`config.mk`:
```
export PLATFORM = sky130hd
export DESIGN_NAME = fetch_unit
export DESIGN_NICKNAME = d
export VERILOG_FILES = /design/src/rtl/fetch_unit.sv
export SDC_FILE = /design/constraint.sdc
export NUM_CORES = 1
export LEC_CHECK = 0
export ABC_AREA = 1
export CAP_MARGIN = 0
export CORE_MARGIN = 1.5
export CORE_UTILIZATION = 30
export CTS_BUF_LIST = sky130_fd_sc_hd__clkbuf_8
export CTS_CLUSTER_DIAMETER = 40
export DETAILED_ROUTE_END_ITERATION = 6
export PLACE_DENSITY = 0.48
export SLEW_MARGIN = 20
export SYNTH_ARGS = -nofsm -noshare
export SYNTH_HDL_FRONTEND = slang
export SYNTH_SLANG_ARGS = --single-unit
export TNS_END_PERCENT = 1
```
`constraint.sdc`:
```
create_clock -name clk -period 1.8 [get_ports clk]
set_clock_uncertainty 0.15 [all_clocks]
set_input_delay 0.45 -clock clk [delete_from_list [all_inputs] [get_ports clk]]
set_output_delay 0.45 -clock clk [all_outputs]
set_load 0.02 [all_outputs]
```
`src/rtl/fetch_unit.sv`:
```
// fetch_unit: instruction-fetch stage. Owns the PC, drives the instruction
// memory address, registers each fetched word with its PC, redirects through a
// loadable branch-target LUT and stops with `done` once the halt word is fetched.
module fetch_unit #(
    parameter int unsigned              PC_W      = 10,
    parameter int unsigned              INSTR_W   = 9,
    parameter int unsigned              LUT_AW    = 5,
    parameter logic [INSTR_W-1:0]       HALT_WORD = 9'b100100000
) (
    input  logic                clk,
    input  logic                reset,
    input  logic                start,
    input  logic                stall,
    input  logic                branch_en,
    input  logic [LUT_AW-1:0]   branch_idx,
    input  logic                lut_we,
    input  logic [LUT_AW-1:0]   lut_waddr,
    input  logic [PC_W-1:0]     lut_wdata,
    output logic [PC_W-1:0]     imem_addr,
    input  logic [INSTR_W-1:0]  imem_rdata,
    output logic [INSTR_W-1:0]  instr,
    output logic [PC_W-1:0]     instr_pc,
    output logic                instr_valid,
    output logic                done
);

    localparam int unsigned LUT_N = 1 << LUT_AW;

    typedef enum logic [1:0] {
        IDLE = 2'd0,
        RUN  = 2'd1,
        HALT = 2'd2
    } state_t;

    state_t               state_q, state_n;
    logic [PC_W-1:0]      pc_q, pc_n;
    logic [INSTR_W-1:0]   instr_q, instr_n;
    logic [PC_W-1:0]      ipc_q, ipc_n;
    logic                 valid_q, valid_n;
    logic                 done_q, done_n;
    logic [PC_W-1:0]      lut [LUT_N];
    logic [PC_W-1:0]      branch_target;

    // Branch target read is combinational; a write in the same cycle lands
    // only at the edge, so a colliding read sees the old entry.
    assign branch_target = lut[branch_idx];

    // Branch-target LUT: cleared by reset, written whenever lut_we is high.
    always_ff @(posedge clk or negedge reset) begin
        if (!reset) begin
            for (int unsigned i = 0; i < LUT_N; i++) begin
                lut[i] <= '0;
            end
        end else if (lut_we) begin
            lut[lut_waddr] <= lut_wdata;
        end
    end

    // State register plus PC and fetch pipeline register.
    always_ff @(posedge clk or negedge reset) begin
        if (!reset) begin
            state_q <= IDLE;
            pc_q    <= '0;
            instr_q <= '0;
            ipc_q   <= '0;
            valid_q <= 1'b0;
            done_q  <= 1'b0;
        end else begin
            state_q <= state_n;
            pc_q    <= pc_n;
            instr_q <= instr_n;
            ipc_q   <= ipc_n;
            valid_q <= valid_n;
            done_q  <= done_n;
        end
    end

    // Next-state and next-register logic; branch beats stall beats fetch.
    always_comb begin
        state_n = state_q;
        pc_n    = pc_q;
        instr_n = instr_q;
        ipc_n   = ipc_q;
        valid_n = valid_q;
        done_n  = done_q;
        unique case (state_q)
            IDLE: begin
                pc_n    = '0;
                valid_n = 1'b0;
                if (start) begin
                    state_n = RUN;
                end
            end
            RUN: begin
                if (branch_en) begin
                    pc_n    = branch_target;
                    valid_n = 1'b0;
                end else if (!stall) begin
                    instr_n = imem_rdata;
                    ipc_n   = pc_q;
                    valid_n = 1'b1;
                    if (imem_rdata == HALT_WORD) begin
                        state_n = HALT;
                    end else begin
                        pc_n = pc_q + PC_W'(1);
                    end
                end
            end
            HALT: begin
                valid_n = 1'b0;
                done_n  = 1'b1;
            end
            default: begin
                state_n = IDLE;
            end
        endcase
    end

    assign imem_addr   = pc_q;
    assign instr       = instr_q;
    assign instr_pc    = ipc_q;
    assign instr_valid = valid_q;
    assign done        = done_q;

endmodule

```
======== After elaboration in Yosys (flattened, before gate mapping) ========
Index checks and enable logic that the tools add are counted.
word-level totals
  output and inout bits ................... 31
  register bits ........................... 353
  logic and storage cells ................. 83
cells by class
  mux-type cells .......................... 18
  add/subtract/negate cells ............... 1
  bitwise operators ....................... 5
  equal/unequal tests ..................... 9
  reductions and logical operators ........ 9
  $lt $le $gt $ge ......................... 3
operators by type and width
  cell                     number
  $bwmux W320              1
  $mux W10                 6
  $bmux W10 S5             1
  $demux W10 S5            1
  $pmux W10 S2             1
  $ge A6 B6 Y1 const B     2
  $not A5 Y6               2
  $add A10 B1 Y10 const B  1
  $eq A9 B9 Y1 const B     1
  $mux W2                  4
  $ne A2 B2 Y1 const B     4
  $lt A6 B1 Y1 const B     1
  $ne A3 B3 Y1 const B     2
  $pmux W2 S3              1
  $reduce_and A3 Y1        2
  $reduce_and A5 Y1        1
  $reduce_bool A2 Y1       2
  $not A1 Y1               3
  $eq A2 B1 Y1 const B     1
  $eq A2 B2 Y1 const B     1
  $logic_not A2 Y1         1
  $mux W1                  2
  $pmux W1 S2              1
  $reduce_and A2 Y1        1
  other kinds (2)          2

======== Depth between registers and ports, before layout ========
Gate-level depths: netlist of run 1.
  depth in word-level cells ............... 6
  depth in mapped cells ................... 14

======== Least setup slack after synthesis of run 1 ========
Ideal clock, no wire load.
  path type ............................... reg2reg
  start point ............................. register pc_q[0], in the netlist imem_addr[0]
  end point ............................... register pc_q[8], in the netlist imem_addr[8]
  data required time ...................... 1.533 ns
  path slack .............................. 0.072 ns
  library setup time ...................... 0.117 ns
  path buffers ............................ 0
  data arrival time ....................... 1.462 ns
  cell stages (with the launch flop) ...... 11
  path through ............................ dfrtp_1 > ha_1 > nand3_1 > nor2_1 > nand3_1 > nor2_1 > a21oi_1 > o21ai_0 > nand2_1 > nand2_1 > nand2_1
between the ends
  cells in the longest elaborated chain, start to end .. 5
ends and longest elaborated chain
  item                    RTL line  source
  from (decl)             36        logic [PC_W-1:0] pc_q, pc_n;
  from (signal assigned)  70        pc_q <= pc_n;
  $add A10 B1 Y10         105       pc_n = pc_q + PC_W'(1);
  $mux W10                102       if (imem_rdata == HALT_WORD) begin
  $mux W10                98        end else if (!stall) begin
  $mux W10                95        if (branch_en) begin
  $pmux W10 S2            86        unique case (state_q)
No other way between the ends. The select of a mux whose other input is x is not followed.
A chain may end at the register's enable or synchronous reset.

======== Worst setup path in the final report of run 1 ========
  start point ............................. register pc_q[1], in the netlist imem_addr[1]
  end point ............................... output port imem_addr[1]
RTL lines
  item       RTL line  source
  to (decl)  19        output logic [PC_W-1:0] imem_addr,
No word-level cell between the ends.

==> results.cfg, run 1 <==
[status]
status = complete, but fails checks
violations = setup timing

[setup_path]
cp-startpoint = imem_addr[1]
crit_type = flip-flop to output pin
start_kind = flip-flop
crit_buf_inv = 1
path_max_fanout = 2
r2r_cells = 11
endpoint_kind = output pin
crit_family = flip-flops
arrival_ps = 1220
slowest_stage = dfrtp_2
cp.required_ps = 1200
r2r_start = imem_addr[0]
path_depth = 1
path_cells = buf_6
critPathMaxStageDelay_ps = 440

[grt]
first_global_vias = 14090
antenna_found_initial = 2
grt_util_all_layers = 0.1875
grt_overflow_total = 0
grt_max_degree = 68
grt_first_pass_wirelength_mm = 81.47

[floorplan]
row_count = 85
fp.dieH_um = 236.1
coreArea_um2 = 53810
die_x_um = 236.1
start_util = 0.3030
num_io_pins = 66
dieArea_um2 = 55760

[detailed_routing]
vias_per_cell = 4.813
drc = 0
drtIter0Drc = 1049
vias = 14120
drtAntennaViolNets = 0
drtPass1Iterations = 5
postRouteWirelength_mm = 50.90
detail_route.wl_per_cell_um = 17.35

[timing]
rsz0062_at_grt = yes
finalCritPeriodShare = 1.011
slew_headroom = 0.7230
slew_violations = 0
tns_ps = -47.39
setup_viol = 5
max_freq_ghz = 0.5495
tightestPinTransition_ps = 415.5
hold_violations = 0
setup_ws_ps = -19.82
min_period_ps = 1820

[finish]
final_common_cell = nand2_1
fillers = 5502
final_cell_mix = nand2_1, dfrtp_1, nand3_1
drive_above_1_share = 0.1520
syn_to_final_growth_pct = 26.62
nNetsFinal = 2221
final_core_util = 0.3837

[synthesis]
syn_nets = 2085
synthCells = 2049
synth_area_um2 = 16310
ys_ff_latch = 353
yosysTopAreaCellShare = 0.5417
yosysTopAreaCell = dfrtp_1
ys_types = 28
synth.avg_cell_area_um2 = 7.958
synth_area_leaders = dfrtp_1, nand2_1, nand3_1
yosysSeqAreaShare = 0.5417
yosys_warnings = 0

[cts]
h-tree-depth = 3
cts_buffers = 75
cts_tree = built
clkSinkCount = 353
clkSlewWorstSetupHoldPaths_ps = 60
clk_latency_ps = 640
cts-root-buf = clkbuf_8
clockBufferDepth = 3

[power_and_ir_drop]
power_density_nw_per_um2 = 1089
p_leak_nw = 9.759
vdd_drop_max_v = 0.0005025

[worst_hold_path]
hold_path.class = input pin to asynchronous set/reset pin

[placed_design]
io_buffers = 65
gp_congestion = 0.8291
place_hpwl_mm = 32.93

[flow_run]
maxCapViolCount = 0
==> final cells by class <==
cell class	instances	area, µm²	share of cell area
inverter	50	190.2	0.009212
clock inverter	30	237.7	0.01151
sequential	353	8838	0.4281
multi-input combinational	1482	6546	0.3171
antenna	1	2.502	0.0001212
tap	696	870.8	0.04218
timing repair buffer	223	2597	0.1258
clock buffer	99	1363	0.06600
==> layer usage <==
metal / track usage / up-vias / routed length [µm]
li1: - / 6945 / -
met2: 0.2903 / 311 / 22940
met5: 0 / - / 17
met1: 0.2589 / 6772 / 24070
met3: 0.04213 / 90 / 2582
met4: 0.06216 / 2 / 1286
==> cell families (layout without fill, tap and decap cells) <==
logic type / count (synthesis) / in the layout / share of synthesized area
and+or+nand+nor: 1128 / 1128 / 0.2859
other: 0 / 1 / 0
xor gates and xnor gates: 1 / 1 / 0.0005372
DFF: 353 / 353 / 0.5417
muxes: 3 / 3 / 0.002072
adders and majority gates: 1 / 1 / 0.0007672
buffers and inverters: 214 / 402 / 0.05939
AOI/OAI and AO/OA: 349 / 349 / 0.1096
==> through the flow <==
stage	instances	cell area, µm²	setup slack [ps]	power [mW]	hold WS, ps
after CTS	2933	20570	-66.75	22.79	66.18
after floorplan	2049	16310	71.76	12.16	4.409
after global routing	2933	20640	-70.88	23.83	92.95
after global placement	2796	19010	-515.3	13.45	165.1
final	2934	20650	-19.82	22.49	113.4
after detailed placement	2796	19010	-537.5	13.55	165.6
==> report_power, final <==
group,leakage (nW),switching (mW),internal (mW)
Combinational,4.33,1.93,1.41
Clock,0.880,3.63,5.45
Sequential,4.55,0.727,9.34
==> Yosys cell counts (all sizes together) <==
cell / n
xor2: 1
nand2: 767
o211ai: 1
clkinv: 1
dfrtp: 353
ha: 1
nor2: 63
nand4: 3
a21oi: 54
inv: 49
mux2: 3
nor3: 14
nor4: 2
nand3: 279
clkbuf: 102
buf: 62
o21ai: 294
==> flip-flops by register name (all words and copies together), names as in the netlist <==
| signal | cells |
|---|---|
| lut | 320 |
| imem_addr | 10 |
| instr_valid | 1 |
| instr | 9 |
| instr_pc | 10 |
| done | 1 |
| state_q | 2 |
==> path summary, 6_finish.rpt <==
check / endpoint / slack, ps
min reg2reg: done / 320
min in group clk: instr[6] / 290
max reg2reg: imem_addr[8] / 100
max: imem_addr[1] / -20
max in group asynchronous: lut[120] / 680
min: instr[1] / 110
==> what timing repair did <==
item                       in CTS  in global routing
buffers inserted                7                  0
setup endpoints to repair      31                 32
pin swaps                       0                  2
hold buffers                    1                  0
resized for setup             144                 18
hold endpoints to repair      268                  0
(Power assumes the default switching activity.)
==> run 2, diff against run 1 <==
Settings changed: ABC_AREA 1 to 0.
==> run 2 against run 1 <==
  * The run still ends with setup timing left
  * Hold slack lost 9.8 ps
  * Wire length is 7.7% lower
  * Clock power is 2% lower
  * Critical endpoint is now imem_addr[3]
==> results.cfg, run 2 <==
[setup_path]
cp-startpoint = lut[243]
r2r_start = lut[243]
critPathMaxStageDelay_ps = 520
worstReg2RegEnd = imem_addr[3]
crit_type = flip-flop to flip-flop
slowest_stage = mux4_2
crit_family = multiplexers
cp.required_ps = 2150
arrival_ps = 2310
r2r_cells = 4
start_kind = flip-flop
endpoint_kind = flip-flop
critPathCapture = imem_addr[3]
crit_buf_inv = 0
path_cells = mux4_2 -> mux4_2 -> o211ai_1 -> o211ai_1
path_max_fanout = 2
rrSetupSlack_ps = -160
path_depth = 4

[cts]
h-tree-depth = 3
clkSlewWorstSetupHoldPaths_ps = 60
clk_latency_ps = 640
clkSinkCount = 353
cts-root-buf = clkbuf_8
cts_buffers = 72
cts_tree = built
clockBufferDepth = 3

[synthesis]
ys_ff_latch = 353
yosysTopAreaCell = dfrtp_1
yosys-top-cells-count = dfrtp_1, mux2_1, nand2_1
yosys_warnings = 0
synth_area_leaders = dfrtp_1, mux2_1, mux4_2
syn_nets = 1117
synth.avg_cell_area_um2 = 14.92
synth_most_common_cell = dfrtp_1
synthCells = 1081
async_flop_share = 1.000
synth_edf_count = 0
synth_area_um2 = 16120
ys_types = 52
yosysTopAreaCellShare = 0.5478
yosysSeqAreaShare = 0.5478
synthFlopType = dfrtp_1

[grt]
grt_first_pass_wirelength_mm = 73.15
grt_overflow_total = 0
first_global_vias = 11350
grt_max_degree = 68
antenna_found_initial = 1
grt_util_all_layers = 0.1776

[finish]
largest_reg_flops = 320
stdcell_area_um2 = 21140
top_register = lut
final_core_util = 0.4000
final_common_cell = dfrtp_1
syn_to_final_growth_pct = 31.13
final_cell_mix = dfrtp_1, mux2_1, buf_4
fillers = 4891
drive_above_1_share = 0.3429
nNetsFinal = 1378

[placed_design]
dpl-instance-area_um2 = 19490
gp_congestion = 0.7982
io_buffers = 65
dp_slack_ps = -981.0
place_hpwl_mm = 31.98

[worst_hold_path]
hold_path.class = input pin to asynchronous set/reset pin

[power_and_ir_drop]
vdd_drop_max_v = 0.0004936
p_leak_nw = 9.699
power_density_nw_per_um2 = 1096

[timing]
max_freq_ghz = 0.5097
slew_headroom = 0.7542
setup_ws_ps = -161.8
hold_violations = 0
finalCritPeriodShare = 1.090
hold_slack_ps = 103.6
setup_viol = 15
min_period_ps = 1962
tns_ps = -958.6
slew_violations = 0
tightestPinTransition_ps = 368.7
rsz0062_at_grt = yes

[detailed_routing]
drtIter0Drc = 522
drtPass1Iterations = 5
detail_route.wl_per_cell_um = 22.57
vias_per_cell = 4.900
postRouteWirelength_mm = 46.98
drtAntennaViolNets = 0
drc = 0
vias = 10200

[status]
violations = setup timing
status = complete, but fails checks

[flow_run]
maxCapViolCount = 0

[floorplan]
coreArea_um2 = 52870
die_x_um = 234.8
fp.dieH_um = 234.8
row_count = 84
num_io_pins = 66
dieArea_um2 = 55150
start_util = 0.3050
run 2: cell types whose count changed after synthesis, moves of 40 or more:
| cell | change |
|---|---|
| inv_1 | -40 |
| o21ai_0 | -225 |
| nand3_1 | -264 |
| nand2_1 | -679 |
| mux4_2 | +87 |
| nor2_1 | -42 |
| clkbuf_1 | -55 |
| o21ai_1 | -55 |
| mux2_1 | +313 |
run 2: what timing repair did:
| action | in CTS | in global routing |
|---|---|---|
| gates resized for setup | 166 | 22 |
| setup buffers | 3 | 0 |
| endpoints found under the setup margin | 121 | 219 |
| hold buffers | 1 | 0 |
| hold endpoints to repair | 353 | 0 |
| pin swaps | 8 | 2 |
run 2: kinds of logic (layout without fill, tap and decap cells):
| logic type | after synthesis | in the layout | share of synthesized area |
|---|---|---|---|
| AO/OA/AOI/OAI | 43 | 43 | 0.01793 |
| AND/OR/NAND/NOR | 187 | 187 | 0.05665 |
| adder cells (fa/ha/maj) | 1 | 1 | 0.0007759 |
| other | 0 | 2 | 0 |
| buffers and inverters | 73 | 383 | 0.02111 |
| flip-flops | 353 | 353 | 0.5478 |
| multiplexers | 424 | 424 | 0.3557 |
run 2: worst min-delay path by stage:
| stage | start | slack (ps) | end |
|---|---|---|---|
| after floorplan | reset | 4 | done |
| after global placement | reset | 170 | lut[142] |
| after detailed placement | reset | 160 | lut[142] |
| after CTS | reset | 60 | lut[144] |
| after global routing | reset | 70 | lut[144] |
| final | reset | 100 | lut[142] |
run 2: cell type report:
| cell class | count | area (µm²) | area share |
|---|---|---|---|
| Sequential cell | 353 | 8842 | 0.4182 |
| Multi-Input combinational cell | 655 | 7074 | 0.3346 |
| Timing Repair Buffer | 257 | 2810 | 0.1329 |
| Clock buffer | 83 | 1142 | 0.05403 |
| Tap cell | 688 | 860.8 | 0.04071 |
| Clock inverter | 40 | 397.9 | 0.01882 |
| Inverter | 3 | 11.26 | 0.0005326 |
| Antenna cell | 2 | 5.005 | 0.0002367 |
run 2: metrics by stage:
step | instances | power, mW
detailed placement | 1952 | 14.38
CTS | 2079 | 23.49
global placement | 1952 | 14.28
global route | 2079 | 24.41
floorplan | 1081 | 12.45
finish | 2081 | 23.18
run 2: power by group:
part           internal (mW)  total [mW]  switching (mW)
clock                   5.35        8.94            3.59
combinational           2.21        3.96            1.74
sequential              9.47        10.3           0.817
run 2: layer usage:
layer,vias to the layer above,GRT usage,share of wire
li1,4557,-,-
met1,5328,0.2460,0.46
met2,234,0.2782,0.46
met3,78,0.03818,0.051
met4,0,0.05529,0.023
met5,-,0,0
==> run 3, diff against run 2 <==
Settings changed: CORE_MARGIN 1.5 to unset.
==> run 3 against run 2 <==
  * The flow finishes with violations (DRC, setup timing)
  * Sequential power hardly changed
  * Sequential cell count stayed put
  * Power is 1.0% lower
  * Wire length is 3.8% lower
  * Register-to-register slack worse by 20 ps
  * Die area is 0.85% lower
  * Via count is 0.14% lower
  * Clock-buffer cell count is 5 higher
  * Cell count is 1.3% lower
  * Hold slack better by 43 ps
  * Utilization is 0.54 points lower
  * Maximum frequency is 1.2% lower
  * Largest cell class unchanged
==> results.cfg, run 3 (synthesized netlist as in run 2, its figures left out) <==
[floorplan]
dieArea_um2 = 54680
row_count = 84
start_util = 0.3050
coreArea_um2 = 52870
num_io_pins = 66
die_x_um = 233.8
fp.dieH_um = 233.8

[setup_path]
cp.required_ps = 2130
rrSetupSlack_ps = -190
endpoint_kind = flip-flop
worstReg2RegEnd = imem_addr[3]
r2r_start = lut[163]
path_max_fanout = 2
crit_type = flip-flop to flip-flop
arrival_ps = 2320
start_kind = flip-flop
r2r_cells = 4

[worst_hold_path]
hold_path.class = input pin to asynchronous set/reset pin

[finish]
stdcell_count = 2054
largest_reg_flops = 320
syn_to_final_growth_pct = 29.35
top_register = lut
final_common_cell = dfrtp_1
final_cell_mix = dfrtp_1, mux2_1, buf_4
drive_above_1_share = 0.3304
nNetsFinal = 1350

[power_and_ir_drop]
p_comb_frac = 0.170
vdd_drop_max_v = 0.0004094
power_density_nw_per_um2 = 1100
clockPowerShare = 0.384
p_leak_nw = 9.546
switching_share = 0.2631
finalPower_mw = 22.94
p_int_mw = 16.90
sequentialPowerShare = 0.446
p_sw_mw = 6.036

[placed_design]
io_buffers = 65
place_hpwl_mm = 30.29
gp_congestion = 0.7794
dp_cells = 1928

[timing]
slew_headroom = 0.7071
min_period_ps = 1986
finalCritPeriodShare = 1.103
max_freq_ghz = 0.5036
rsz0062_at_grt = yes
setup_ws_ps = -185.7
hold_violations = 0
setup_viol = 13
tightestPinTransition_ps = 439.4
tns_ps = -793.1
hold_slack_ps = 146.2
slew_violations = 0

[detailed_routing]
drc = 20
vias = 10180
postRouteWirelength_mm = 45.20
drtPass1Iterations = 7
drtAntennaViolNets = 0
vias_per_cell = 4.958
detail_route.wl_per_cell_um = 22.00
drtIter0Drc = 550

[cts]
cts_tree = built
h-tree-depth = 3
clkSinkCount = 353
clkSlewWorstSetupHoldPaths_ps = 60
cts_buffers = 69
cts-root-buf = clkbuf_8
clk_latency_ps = 630
clockBufferDepth = 3

[grt]
grt_first_pass_wirelength_mm = 70.51
grt_overflow_total = 0
antenna_found_initial = 0
grt_util_all_layers = 0.1752
grt_max_degree = 78
first_global_vias = 10930

[status]
violations = DRC, setup timing
status = complete, but fails checks

[flow_run]
maxCapViolCount = 0
==> run 3: how the worst max path moves through the flow <==
stage / depth (start not counted) / start / slack [ps] / endpoint
global placement: 7 / branch_idx[2] / -750 / imem_addr[2]
detailed placement: 7 / branch_idx[2] / -730 / imem_addr[2]
finish: 4 / lut[163] / -190 / imem_addr[3]
floorplan: 6 / branch_idx[0] / -380 / imem_addr[3]
global route: 4 / lut[243] / -230 / imem_addr[3]
CTS: 4 / lut[163] / -170 / imem_addr[3]
==> run 3: layout make-up <==
cell class                 count  area [µm²]
fill                        5000       32010
clock inverter                34       317.8
multi-input combinational    655        7082
sequential                   353        8842
inverter                       3       11.26
antenna                        1       2.502
timing repair buffer         232        2529
clock buffer                  88        1211
tap                          688       860.8
==> run 3: per-stage QoR <==
| step | cell area, µm² | utilization | setup slack, ps |
|---|---|---|---|
| after floorplan | 16190 | - | -382.8 |
| after global placement | 19210 | 0.3633 | -751.5 |
| after detailed placement | 19210 | 0.3633 | -725.3 |
| after CTS | 20750 | 0.3925 | -166.7 |
| after global routing | 20850 | 0.3945 | -231.0 |
| final | 20860 | 0.3945 | -185.7 |
==> run 3: worst max-delay path, stage by stage, from the launching register on <==
cell,delay (ps)
dfrtp_1,370
mux4_2,470
mux4_2,560
o211ai_1,200
o211ai_1,100
==> run 3: power by group through the flow <==
stage	clock (mW)	sequential (mW)	combinational, mW
3_3_place_gp	0	10.3	3.83
2_1_floorplan	0	10.2	2.23
6_report	8.81	10.2	3.89
5_1_grt	9.48	10.4	4.25
3_5_place_dp	0	10.4	3.91
4_1_cts	9.12	10.2	3.91
==> run 3: layer usage <==
| layer | routed length [µm] | global-route usage |
|---|---|---|
| met2 | 20390 | 0.2679 |
| met4 | 933 | 0.04647 |
| met3 | 1962 | 0.03709 |
| met1 | 21910 | 0.2508 |
| met5 | 0 | 0 |
==> run 3: repair_timing <==
action	4_1_cts	5_1_grt
endpoints found under the setup margin	51	171
hold endpoints to repair	272	0
hold buffers	1	0
resized for setup	163	30
setup buffers	2	0
pin swaps	7	3
